File: config.mk
export PLATFORM = sky130hd
export DESIGN_NAME = sequenciador_operandos_flat
export DESIGN_NICKNAME = d
export VERILOG_FILES = /design/src/rtl/sequenciador_operandos_if.sv /design/src/rtl/sequenciador_operandos.sv /design/src/flat_wrapper.sv
export SDC_FILE = /design/constraint.sdc
export NUM_CORES = 1
export LEC_CHECK = 0
export CAP_MARGIN = 10
export CELL_PAD_IN_SITES_DETAIL_PLACEMENT = 1
export CELL_PAD_IN_SITES_GLOBAL_PLACEMENT = 2
export CORE_MARGIN = 2
export CORE_UTILIZATION = 27
export CTS_BUF_LIST = sky130_fd_sc_hd__clkbuf_8
export DETAILED_ROUTE_END_ITERATION = 12
export PLACE_DENSITY = 0.84
export SYNTH_ARGS = -nofsm -noshare
export SYNTH_HDL_FRONTEND = slang
export SYNTH_SLANG_ARGS = --single-unit
File: constraint.sdc
create_clock -name clk -period 2.77 [get_ports clk]
set_input_delay 0.831 -clock clk [delete_from_list [all_inputs] [get_ports clk]]
set_output_delay 0.831 -clock clk [all_outputs]
set_load 0.01 [all_outputs]
File: src/rtl/sequenciador_operandos_if.sv
// Operand sequencer bus: switch/button inputs, ALU feedback and the
// registered operands, result and status returned by the sequencer.
interface sequenciador_operandos_if;
  logic [7:0] dados;
  logic       carregar;
  logic [7:0] resultado_ula;
  logic [3:0] flags_ula;
  logic [7:0] op_a;
  logic [7:0] op_b;
  logic [2:0] opcode;
  logic [7:0] resultado;
  logic [3:0] flags;
  logic [2:0] estado;
  logic       valido;

  // Environment side: drives switches, button and ALU results.
  modport master (
    output dados, carregar, resultado_ula, flags_ula,
    input  op_a, op_b, opcode, resultado, flags, estado, valido
  );

  // Sequencer side.
  modport slave (
    input  dados, carregar, resultado_ula, flags_ula,
    output op_a, op_b, opcode, resultado, flags, estado, valido
  );
endinterface

File: src/rtl/sequenciador_operandos.sv
// Operand sequencer: collects operand A, operand B and an opcode from the
// switches on successive presses of the load button, captures the ALU
// result for one cycle and then displays it until the next press.
// Optional macro DEBOUNCE_EN: a press is accepted only after the
// synchronised button has been high for DEBOUNCE_CICLOS consecutive cycles.
module sequenciador_operandos #(
  parameter int DEBOUNCE_CICLOS = 4
) (
  input logic                     clk,
  input logic                     reset,
  sequenciador_operandos_if.slave bus
);

  localparam logic [2:0] ESPERA_A  = 3'd0;
  localparam logic [2:0] ESPERA_B  = 3'd1;
  localparam logic [2:0] ESPERA_OP = 3'd2;
  localparam logic [2:0] CALCULA   = 3'd3;
  localparam logic [2:0] EXIBE     = 3'd4;

  logic [2:0] estado_q;
  logic [2:0] estado_d;

  logic       carregar_s;
  logic       carregar_p;
  logic       amostra_real;
  logic       armado;
  logic       pulso;

  logic       carga_a;
  logic       carga_b;
  logic       carga_op;
  logic       carga_res;
  logic       valido;

  logic [7:0] op_a_q;
  logic [7:0] op_b_q;
  logic [2:0] opcode_q;
  logic [7:0] resultado_q;
  logic [3:0] flags_q;

  // Button synchroniser and previous sample. amostra_real marks that
  // carregar_s holds a genuine sample (not the reset value); armado is set
  // once a real low sample has been seen, so a button still held through
  // reset cannot produce a press.
  always_ff @(posedge clk) begin
    if (reset) begin
      carregar_s   <= 1'b0;
      carregar_p   <= 1'b0;
      amostra_real <= 1'b0;
      armado       <= 1'b0;
    end else begin
      carregar_s   <= bus.carregar;
      carregar_p   <= carregar_s;
      amostra_real <= 1'b1;
      if (amostra_real && !carregar_s) armado <= 1'b1;
    end
  end

`ifdef DEBOUNCE_EN
  localparam logic [7:0] LIMITE = 8'(DEBOUNCE_CICLOS);

  logic [7:0] cont_deb;

  // Consecutive-high counter; saturates so a long hold gives one press.
  always_ff @(posedge clk) begin
    if (reset) begin
      cont_deb <= 8'd0;
    end else if (!carregar_s) begin
      cont_deb <= 8'd0;
    end else if (cont_deb != LIMITE) begin
      cont_deb <= cont_deb + 8'd1;
    end
  end

  // Press fires on the DEBOUNCE_CICLOS-th consecutive high sample.
  always_comb begin
    pulso = armado && carregar_s && (cont_deb == (LIMITE - 8'd1));
  end
`else
  // Press is the rising edge of the synchronised button.
  always_comb begin
    pulso = armado && carregar_s && !carregar_p;
  end
`endif

  // State register.
  always_ff @(posedge clk) begin
    if (reset) estado_q <= ESPERA_A;
    else       estado_q <= estado_d;
  end

  // Next-state logic; CALCULA is a single unconditional cycle and unused
  // codes fall back to ESPERA_A.
  always_comb begin
    estado_d = estado_q;
    case (estado_q)
      ESPERA_A:  if (pulso) estado_d = ESPERA_B;
      ESPERA_B:  if (pulso) estado_d = ESPERA_OP;
      ESPERA_OP: if (pulso) estado_d = CALCULA;
      CALCULA:   estado_d = EXIBE;
      EXIBE:     if (pulso) estado_d = ESPERA_A;
      default:   estado_d = ESPERA_A;
    endcase
  end

  // Output decode: register load enables and valid, from state and press.
  always_comb begin
    carga_a   = 1'b0;
    carga_b   = 1'b0;
    carga_op  = 1'b0;
    carga_res = 1'b0;
    valido    = 1'b0;
    case (estado_q)
      ESPERA_A:  carga_a   = pulso;
      ESPERA_B:  carga_b   = pulso;
      ESPERA_OP: carga_op  = pulso;
      CALCULA:   carga_res = 1'b1;
      EXIBE:     valido    = 1'b1;
      default:   valido    = 1'b0;
    endcase
  end

  // Operand, opcode and result registers; each holds until reloaded.
  always_ff @(posedge clk) begin
    if (reset) begin
      op_a_q      <= 8'd0;
      op_b_q      <= 8'd0;
      opcode_q    <= 3'd0;
      resultado_q <= 8'd0;
      flags_q     <= 4'd0;
    end else begin
      if (carga_a)  op_a_q   <= bus.dados;
      if (carga_b)  op_b_q   <= bus.dados;
      if (carga_op) opcode_q <= bus.dados[2:0];
      if (carga_res) begin
        resultado_q <= bus.resultado_ula;
        flags_q     <= bus.flags_ula;
      end
    end
  end

  assign bus.op_a      = op_a_q;
  assign bus.op_b      = op_b_q;
  assign bus.opcode    = opcode_q;
  assign bus.resultado = resultado_q;
  assign bus.flags     = flags_q;
  assign bus.estado    = estado_q;
  assign bus.valido    = valido;

endmodule

File: src/flat_wrapper.sv
// flat-port wrapper written by rule: the top's interface ports become plain ports
module sequenciador_operandos_flat 
#(
  parameter int DEBOUNCE_CICLOS = 4
)
  (clk, reset, bus_dados, bus_carregar, bus_resultado_ula, bus_flags_ula, bus_op_a, bus_op_b, bus_opcode, bus_resultado, bus_flags, bus_estado, bus_valido);
  sequenciador_operandos_if bus_i ();
  input logic clk;
  input logic reset;
  input wire logic [$bits(bus_i.dados)-1:0] bus_dados;
  input wire logic [$bits(bus_i.carregar)-1:0] bus_carregar;
  input wire logic [$bits(bus_i.resultado_ula)-1:0] bus_resultado_ula;
  input wire logic [$bits(bus_i.flags_ula)-1:0] bus_flags_ula;
  output wire logic [$bits(bus_i.op_a)-1:0] bus_op_a;
  output wire logic [$bits(bus_i.op_b)-1:0] bus_op_b;
  output wire logic [$bits(bus_i.opcode)-1:0] bus_opcode;
  output wire logic [$bits(bus_i.resultado)-1:0] bus_resultado;
  output wire logic [$bits(bus_i.flags)-1:0] bus_flags;
  output wire logic [$bits(bus_i.estado)-1:0] bus_estado;
  output wire logic [$bits(bus_i.valido)-1:0] bus_valido;
  assign bus_i.dados = bus_dados;
  assign bus_i.carregar = bus_carregar;
  assign bus_i.resultado_ula = bus_resultado_ula;
  assign bus_i.flags_ula = bus_flags_ula;
  assign bus_op_a = bus_i.op_a;
  assign bus_op_b = bus_i.op_b;
  assign bus_opcode = bus_i.opcode;
  assign bus_resultado = bus_i.resultado;
  assign bus_flags = bus_i.flags;
  assign bus_estado = bus_i.estado;
  assign bus_valido = bus_i.valido;
  sequenciador_operandos #(.DEBOUNCE_CICLOS(DEBOUNCE_CICLOS)) u_core (.clk(clk), .reset(reset), .bus(bus_i));
endmodule
==> flow_summary_export.csv, run 1 <==
group,metric,value,unit
yosys,yosys_warnings,0,
worst_setup_path,cp_max_fo,8,
cts,clk_latency,0.28,ns
worst_setup_path,critPathCaptureType,"output port",
worst_setup_path,startpoint_type,"flip-flop",
final_layout,final_common_cell,"clkdlybuf4s50_1",
floorplanning,dieArea,5880,sq um
worst_setup_path,path_class,"flip-flop to output port",
power_and_ir_drop,combPwrFrac,0.073,
routing,drt-total-wl,3590,um
timing,finClkSkew,0.000813,ns
floorplanning,die_height,76.7,um
global_route,grt-ovfl-total,0,
floorplanning,num_rows,26,
cts,clkSinkCount,38,
placed_design,gp_congestion,0.700,
global_route,grt_pass1_wl,6090,um
worst_setup_path,required,1.94,ns
worst_setup_path,worstPathArrival,1.69,ns
timing,fmax,396,MHz
power_and_ir_drop,peakVddDrop,0.000185,V
final_layout,area_delta_synth_final,48.4,%
worst_setup_path,r2r-start,"u_core.bus.estado[2]",
floorplanning,initial_utilization,0.279,
run_status,status,"complete, no violations",
timing,fin_tns_setup,0,ns
timing,slew_viol_final,0,
yosys,netlist_instances,152,
power_and_ir_drop,sequentialPowerShare,0.567,
floorplanning,ioPinCount,58,
timing,min_period,2.52,ns
global_route,use_met1,0.162,
cts,cts_tree,"done",
global_route,antenna_found_initial,0,
routing,drt_iter0_drc,54,
yosys,yosysSeqAreaShare,0.534,
routing,drtAntennaViolNets,0,
routing,wl_per_cell,12.9,um
power_and_ir_drop,p_int,765,uW
cts,post_cts_resized,0,
routing,routed_via_density,4.29,
hold_path,worstHoldPathType,"flip-flop to flip-flop",
power_and_ir_drop,power_switching_share,0.225,
final_layout,fin_util,0.414,
timing,setup-violations-final,0,
cts,cts_max_level,2,
yosys,synth_seq_cells,38,
timing,tightest_slew,0.563,ns
cts,cts_made_buffers,5,
floorplanning,core_area,5110,sq um
cts,clk_transition_reported_paths,0.07,ns
global_route,grt_pass1_vias,1185,
placed_design,port_buffers,57,
timing,period_share,0.911,
yosys,syn_nets,175,
timing,rsz0062_at_grt,"false",
global_route,grt-busiest-layer,"met2",
final_layout,final_cell_mix,"clkdlybuf4s50_1, nand2_1, dfxtp_1",
power_and_ir_drop,p_sw,222,uW
yosys,syn_area,1430,sq um
floorplanning,die_w,76.7,um
global_route,grt_usage,0.130,
power_and_ir_drop,power.density,467,nW/um^2
routing,vias,1194,
global_route,met3_usage,0.0318,
cts,cts_setup_buffers,0,
global_route,grt_util_met2,0.213,
global_route,grt_max_degree,29,
final_layout,layout.nets,231,
yosys,yosys.cell_types.count,23,
placed_design,dpl.hpwl,2580,um
worst_setup_path,crit_start,"u_core.bus.estado[2]",
worst_setup_path,reg2reg_setup_slack,1.16,ns
final_layout,diodes,0,
timing,hold_viol_final,0,
routing,drc,0,
cts,ctsHoldBuffers,0,
timing,relSlewSlack,0.624,
run,drv_cap,0,
yosys,avgSynthCellArea,9.38,sq um
hold_path,hp-start,"u_core.bus.resultado[5]",
final_layout,drive_above_1_share,0.0673,
cts,clockBufferDepth,2,
routing,drtPass1Iterations,4,
power_and_ir_drop,power.leakage,0.000783,uW
power_and_ir_drop,clkPwrFrac,0.361,
cts,root_buffer,"clkbuf_8",
logic make-up after synthesis:
logic type / Yosys count / share of synthesized area
AND/OR/NAND/NOR: 68 / 0.228
flip-flops: 38 / 0.534
multiplexers: 20 / 0.141
AO/OA/AOI/OAI: 15 / 0.0527
buffers and inverters: 11 / 0.0439
layout make-up:
class	count	area, sq um
clock buffers	5	68.8
clock inverters	2	10.0
fillers	612	2990
inverters	2	7.51
multi-input cells	103	602
flip-flops and latches	38	761
well taps	70	87.6
repair buffers	58	578
per-stage QoR:
stage / setup WS [ns] / instances / hold WS (ns) / cell area [sq um] / total power (uW)
6_report: 0.246 / 278 / 0.455 / 2110 / 987
3_3_place_gp: 0.579 / 271 / 0.442 / 2040 / 643
5_1_grt: 0.112 / 278 / 0.483 / 2110 / 1030
3_5_place_dp: 0.552 / 271 / 0.449 / 2040 / 645
4_1_cts: 0.214 / 278 / 0.460 / 2110 / 1000
2_1_floorplan: 1.03 / 152 / 0.438 / 1430 / 600
power by group through the flow:
stage          sequential [uW]  clock [uW]  combinational [uW]
2_1_floorplan              571           0                28.2
3_3_place_gp               572           0                71.6
3_5_place_dp               572           0                72.6
4_1_cts                    560         371                73.0
5_1_grt                    561         394                78.6
6_report                   560         356                71.7
critical path, stage by stage (launching register included):
cell and delay, ns:
dfxtp_1 0.51, nor3b_1 0.30, clkdlybuf4s50_1 0.60
cell usage after synthesis:
cell type,instances,share of area
mux2_2,1,0.0079
nor3b_1,2,0.011
buf_6,2,0.016
inv_2,1,0.0026
nand2b_1,2,0.0088
buf_2,5,0.018
nor4b_2,1,0.011
nor2_1,3,0.0079
dfxtp_1,38,0.53
nand2_1,51,0.13
nor4b_4,1,0.017
nand3_1,1,0.0035
and3b_2,1,0.0070
inv_1,1,0.0026
mux2i_1,19,0.13
and3_2,1,0.0053
nand3b_1,3,0.016
clkbuf_1,1,0.0026
a21oi_1,14,0.049
o21ai_0,1,0.0035
nor3_1,1,0.0035
buf_1,1,0.0026
nor2b_1,1,0.0044
metal layers:
| metal | routed length [um] | vias to the layer above |
|---|---|---|
| met5 | 0 | - |
| met4 | 55 | 0 |
| met3 | 128 | 6 |
| met2 | 1820 | 18 |
| met1 | 1580 | 563 |
| li1 | - | 607 |
path summary, 6_finish.rpt:
| check | endpoint | depth (start not counted) |
|---|---|---|
| max | bus_valido | 2 |
| min | u_core.bus.resultado[5] | 2 |
| max reg2reg | u_core.bus.op_a[7] | 3 |
| min reg2reg | u_core.bus.resultado[5] | 2 |
sequential cells by signal, indices dropped and copies added, names as in the netlist:
register and flops:
u_core.bus.estado 3, u_core.bus.flags 4, u_core.bus.op_b 8, u_core.carregar_s 1, u_core.bus.opcode 3, u_core.bus.resultado 8
u_core.carregar_p 1, u_core.amostra_real 1, u_core.armado 1, u_core.bus.op_a 8
Power figures use the tool's default switching activity.
==> run 2: changes to the inputs <==
--- a/config.mk
+++ b/config.mk
@@ -8,7 +8,6 @@
 export CAP_MARGIN = 10
 export CELL_PAD_IN_SITES_DETAIL_PLACEMENT = 1
 export CELL_PAD_IN_SITES_GLOBAL_PLACEMENT = 2
-export CORE_MARGIN = 2
 export CORE_UTILIZATION = 27
 export CTS_BUF_LIST = sky130_fd_sc_hd__clkbuf_8
 export DETAILED_ROUTE_END_ITERATION = 12
==> run 2 against run 1 <==
Effect of this change:
- cell count is 0.36% higher
- global-route usage up 0.39 points
- highest routed layer unchanged
- register-to-register slack about the same
- final area grew 3.0%
- flip-flop and latch count unchanged
- sequential power barely moved
- non-clock buffer count stayed put
- die area fell by 5.2%
- largest cell class unchanged
- critical path type unchanged
- clock power increased by 64%
- critical path depth is the same
==> flow_summary_export.csv, run 2 (synthesized netlist as in run 1, its figures left out) <==
group,metric,value,unit
hold_path,worstHoldPathType,"flip-flop to flip-flop",
routing,drc,0,
worst_setup_path,path_cells,"nor3b_1, clkdlybuf4s50_1",
routing,drtPass1Iterations,4,
floorplanning,die_w,74.7,um
global_route,grt_max_degree,29,
worst_setup_path,r2r-start,"u_core.bus.estado[2]",
placed_design,dp.cells,271,
cts,clk_latency,0.29,ns
cts,cts_tree,"done",
worst_setup_path,path_class,"flip-flop to output port",
power_and_ir_drop,power,1210,uW
global_route,grt_pass1_wl,5550,um
routing,routed_via_density,4.30,
hold_path,min_path_cells,2,
global_route,grt-ovfl-total,0,
power_and_ir_drop,power.density,557,nW/um^2
hold_path,hp-start,"u_core.bus.resultado[1]",
placed_design,dpl.hpwl,2450,um
hold_path,whs_endpoint,"u_core.bus.resultado[1]",
cts,cts_made_buffers,5,
power_and_ir_drop,peakVddDrop,0.000263,V
run,drv_cap,0,
timing,relSlewSlack,0.628,
timing,rsz0062_at_grt,"false",
run_status,status,"complete, no violations",
cts,cts_max_level,2,
cts,clkSinkCount,38,
timing,tightest_slew,0.557,ns
timing,fin_tns_setup,0,ns
timing,setup-violations-final,0,
global_route,grt_usage,0.134,
cts,post_cts_resized,0,
worst_setup_path,required,1.94,ns
floorplanning,initial_utilization,0.279,
floorplanning,core_area,5110,sq um
worst_setup_path,crit_slowest_cell,"clkdlybuf4s50_1",
final_layout,final_area,2180,sq um
worst_setup_path,slowest_delay,0.59,ns
timing,finClkSkew,0.00585,ns
routing,wl_per_cell,12.3,um
routing,drt-total-wl,3430,um
final_layout,layout.nets,231,
worst_setup_path,reg2reg_setup_slack,1.15,ns
placed_design,gp_congestion,0.683,
timing,period_share,0.898,
worst_setup_path,timing.rr.end,"u_core.bus.op_a[4]",
timing,min_period,2.49,ns
cts,cts_setup_buffers,0,
placed_design,postPlaceCellArea,2040,sq um
final_layout,final_common_cell,"clkdlybuf4s50_1",
worst_setup_path,startpoint_type,"flip-flop",
final_layout,drive_above_1_share,0.0718,
cts,clk_transition_reported_paths,0.08,ns
timing,hold_viol_final,0,
worst_setup_path,critPathCaptureType,"output port",
final_layout,final_cell_mix,"clkdlybuf4s50_1, nand2_1, dfxtp_1",
routing,drtAntennaViolNets,0,
floorplanning,dieArea,5570,sq um
timing,slew_viol_final,0,
floorplanning,ioPinCount,58,
worst_setup_path,reg2regPathDepth,3,
worst_setup_path,worstPathArrival,1.66,ns
cts,clockBufferDepth,2,
global_route,antenna_found_initial,0,
routing,vias,1200,
final_layout,diodes,0,
timing,fmax,402,MHz
cts,ctsHoldBuffers,0,
power_and_ir_drop,power.leakage,0.000811,uW
worst_setup_path,cp_max_fo,8,
routing,drt_iter0_drc,65,
final_layout,area_delta_synth_final,52.9,%
floorplanning,num_rows,26,
global_route,grt_pass1_vias,1130,
placed_design,port_buffers,57,
cts,root_buffer,"clkbuf_8",
floorplanning,die_height,74.7,um
final_layout,stdcell_count,279,
## run 2: cell count changes in the layout (fill, tap and decap cells not counted)
cell / before / now
bufinv_16: 0 / 2
clkinv_2: 2 / 0
clkbuf_8: 5 / 6
## run 2: worst max-delay path by stage
stage / cells past startpoint / slack [ns] / from / end
6_report: 2 / 0.28 / u_core.bus.estado[2] / bus_valido
5_1_grt: 2 / 0.18 / u_core.bus.estado[2] / bus_valido
4_1_cts: 2 / 0.25 / u_core.bus.estado[2] / bus_valido
3_5_place_dp: 2 / 0.57 / u_core.bus.estado[2] / bus_valido
3_3_place_gp: 2 / 0.59 / u_core.bus.estado[2] / bus_valido
2_1_floorplan: 1 / 1.03 / u_core.bus.estado[2] / bus_valido
## run 2: through the flow
stage | utilization | hold WS [ns] | setup WS (ns)
floorplan | - | 0.438 | 1.03
global placement | 0.399 | 0.442 | 0.586
detailed placement | 0.399 | 0.446 | 0.575
CTS | 0.427 | 0.458 | 0.253
global route | 0.427 | 0.476 | 0.176
finish | 0.427 | 0.454 | 0.281
## run 2: metal layers
metal	global-route usage	share of wire
met3	0.0361	0.032
met1	0.173	0.45
met4	0.0503	0.011
met2	0.213	0.51
met5	0	0
## run 2: worst max-delay path: cells and delay by family, from the launching register on
family                 cells  cell delay (ns)
buffers and inverters      1             0.59
and+or+nand+nor            1             0.29
DFF                        1             0.50
## run 2: final cells by class
class / count / area, sq um
tap: 70 / 87.6
clock buffer: 6 / 82.6
multi-input combinational: 103 / 602
inverter: 2 / 7.51
fill: 605 / 2930
clock inverter: 2 / 60.1
timing repair buffer: 58 / 578
sequential: 38 / 761
## run 2: power by group
part | leakage, uW | internal, uW | switching (uW)
registers | 0.000307 | 553 | 6.20
clock network | 0.0000714 | 384 | 200
logic | 0.000432 | 43.3 | 27.8
==> run 3: changes to the inputs <==
--- a/config.mk
+++ b/config.mk
@@ -11,7 +11,10 @@
 export CORE_UTILIZATION = 27
 export CTS_BUF_LIST = sky130_fd_sc_hd__clkbuf_8
 export DETAILED_ROUTE_END_ITERATION = 12
+export MAX_ROUTING_LAYER = met4
 export PLACE_DENSITY = 0.84
+export SETUP_SLACK_MARGIN = 0.05
+export SLEW_MARGIN = 10
 export SYNTH_ARGS = -nofsm -noshare
 export SYNTH_HDL_FRONTEND = slang
 export SYNTH_SLANG_ARGS = --single-unit
==> run 3 against run 2 <==
Effect of this change:
- critical path depth is the same
- highest routed layer unchanged
- largest cell class unchanged
- via count shrank 0.17%
- utilization is the same
==> flow_summary_export.csv, run 3 (synthesized netlist as in run 1, its figures left out) <==
group,metric,value,unit
floorplanning,die_height,74.7,um
run_status,status,"complete, no violations",
cts,post_cts_resized,0,
timing,period_share,0.899,
timing,slew_viol_final,0,
timing,tightest_slew,0.557,ns
global_route,grt-ovfl-total,0,
power_and_ir_drop,power.leakage,0.000811,uW
timing,relSlewSlack,0.628,
final_layout,final_cell_mix,"clkdlybuf4s50_1, nand2_1, dfxtp_1",
worst_setup_path,worstPathArrival,1.66,ns
worst_setup_path,required,1.94,ns
cts,ctsHoldBuffers,0,
timing,setup-violations-final,0,
cts,cts_made_buffers,5,
cts,cts_setup_buffers,0,
cts,cts_tree,"done",
final_layout,layout.nets,231,
timing,rsz0062_at_grt,"false",
cts,clk_transition_reported_paths,0.08,ns
global_route,antenna_found_initial,0,
routing,routed_via_density,4.29,
cts,clkSinkCount,38,
routing,drtAntennaViolNets,0,
worst_setup_path,crit_slowest_cell,"clkdlybuf4s50_1",
final_layout,multiInputGateArea,602,sq um
global_route,grt_pass1_wl,5540,um
routing,wl_met2,1750,um
routing,wl_met3,111,um
worst_setup_path,cp_top_family,"buffers and inverters",
routing,wl_per_cell,12.3,um
routing,drt_iter0_drc,62,
timing,min_period,2.49,ns
final_layout,seqCellArea,761,sq um
final_layout,fin_util,0.427,
floorplanning,die_w,74.7,um
final_layout,area_delta_synth_final,52.9,%
timing,fmax,401,MHz
cts,clockBufferDepth,2,
floorplanning,dieArea,5570,sq um
power_and_ir_drop,power.density,557,nW/um^2
worst_setup_path,path_buf_inv,1,
final_layout,diodes,0,
worst_setup_path,path_class,"flip-flop to output port",
floorplanning,num_rows,26,
global_route,grt_max_degree,29,
global_route,grt_pass1_vias,1131,
routing,drc,0,
cts,root_buffer,"clkbuf_8",
floorplanning,initial_utilization,0.279,
run,drv_cap,0,
floorplanning,ioPinCount,58,
timing,finClkSkew,0.00585,ns
placed_design,gp_congestion,0.690,
floorplanning,core_area,5110,sq um
routing,routedLengthMet1,1520,um
worst_setup_path,critPathCaptureType,"output port",
timing,fin_tns_setup,0,ns
cts,clk_latency,0.29,ns
routing,drt-total-wl,3420,um
worst_setup_path,cp_max_fo,8,
global_route,grt_usage,0.138,
placed_design,dpl.hpwl,2450,um
hold_path,worstHoldPathType,"flip-flop to flip-flop",
routing,drtPass1Iterations,4,
routing,top_layer,"met4",
final_layout,final_common_cell,"clkdlybuf4s50_1",
timing,hold_viol_final,0,
worst_setup_path,slowest_delay,0.59,ns
worst_setup_path,startpoint_type,"flip-flop",
placed_design,port_buffers,57,
worst_setup_path,path_cells,"nor3b_1, clkdlybuf4s50_1",
cts,cts_max_level,2,
final_layout,drive_above_1_share,0.0718,
timing,hold-worst-slack,0.454,ns
power_and_ir_drop,peakVddDrop,0.000263,V
routing,vias,1198,
final_layout,fillCellCount,605,
[run 3: layout make-up]
| cell class | instances | area share |
|---|---|---|
| flip-flops and latches | 38 | 0.349 |
| repair buffers | 58 | 0.265 |
| inverters | 2 | 0.00345 |
| clock inverters | 2 | 0.0276 |
| well taps | 70 | 0.0402 |
| multi-input cells | 103 | 0.276 |
| clock buffers | 6 | 0.0379 |
[run 3: through the flow]
step	total power (uW)	area, sq um	instances	worst slack (ns)
global route	1270	2180	279	0.176
detailed placement	644	2040	271	0.575
CTS	1230	2180	279	0.253
floorplan	600	1430	152	1.03
finish	1210	2180	279	0.279
global placement	643	2040	271	0.586
[run 3: worst paths after layout]
path / from / to / slack, ns / depth (start not counted)
max: u_core.bus.estado[2] / bus_valido / 0.28 / 2
min: u_core.bus.resultado[1] / u_core.bus.resultado[1] / 0.45 / 2
max reg2reg: u_core.bus.estado[2] / u_core.bus.op_a[4] / 1.15 / 3
min reg2reg: u_core.bus.resultado[1] / u_core.bus.resultado[1] / 0.45 / 2
[run 3: worst min-delay path, cell delays in order (launching register included)]
cell     delay, ns
dfxtp_1       0.31
nand2_1       0.05
a21oi_1       0.05
[run 3: metal layers]
layer,GRT usage,up-vias
li1,-,610
met5,-,-
met1,0.173,563
met2,0.213,21
met3,0.0361,4
met4,0.0503,0
[run 3: where the power goes]
| part | switching (uW) | internal (uW) | total, uW | leakage [uW] |
|---|---|---|---|---|
| Clock | 199 | 384 | 584 | 0.0000714 |
| Sequential | 6.19 | 553 | 559 | 0.000307 |
| Combinational | 27.8 | 43.3 | 71.1 | 0.000432 |
| Total | 233 | 981 | 1210 | 0.000811 |
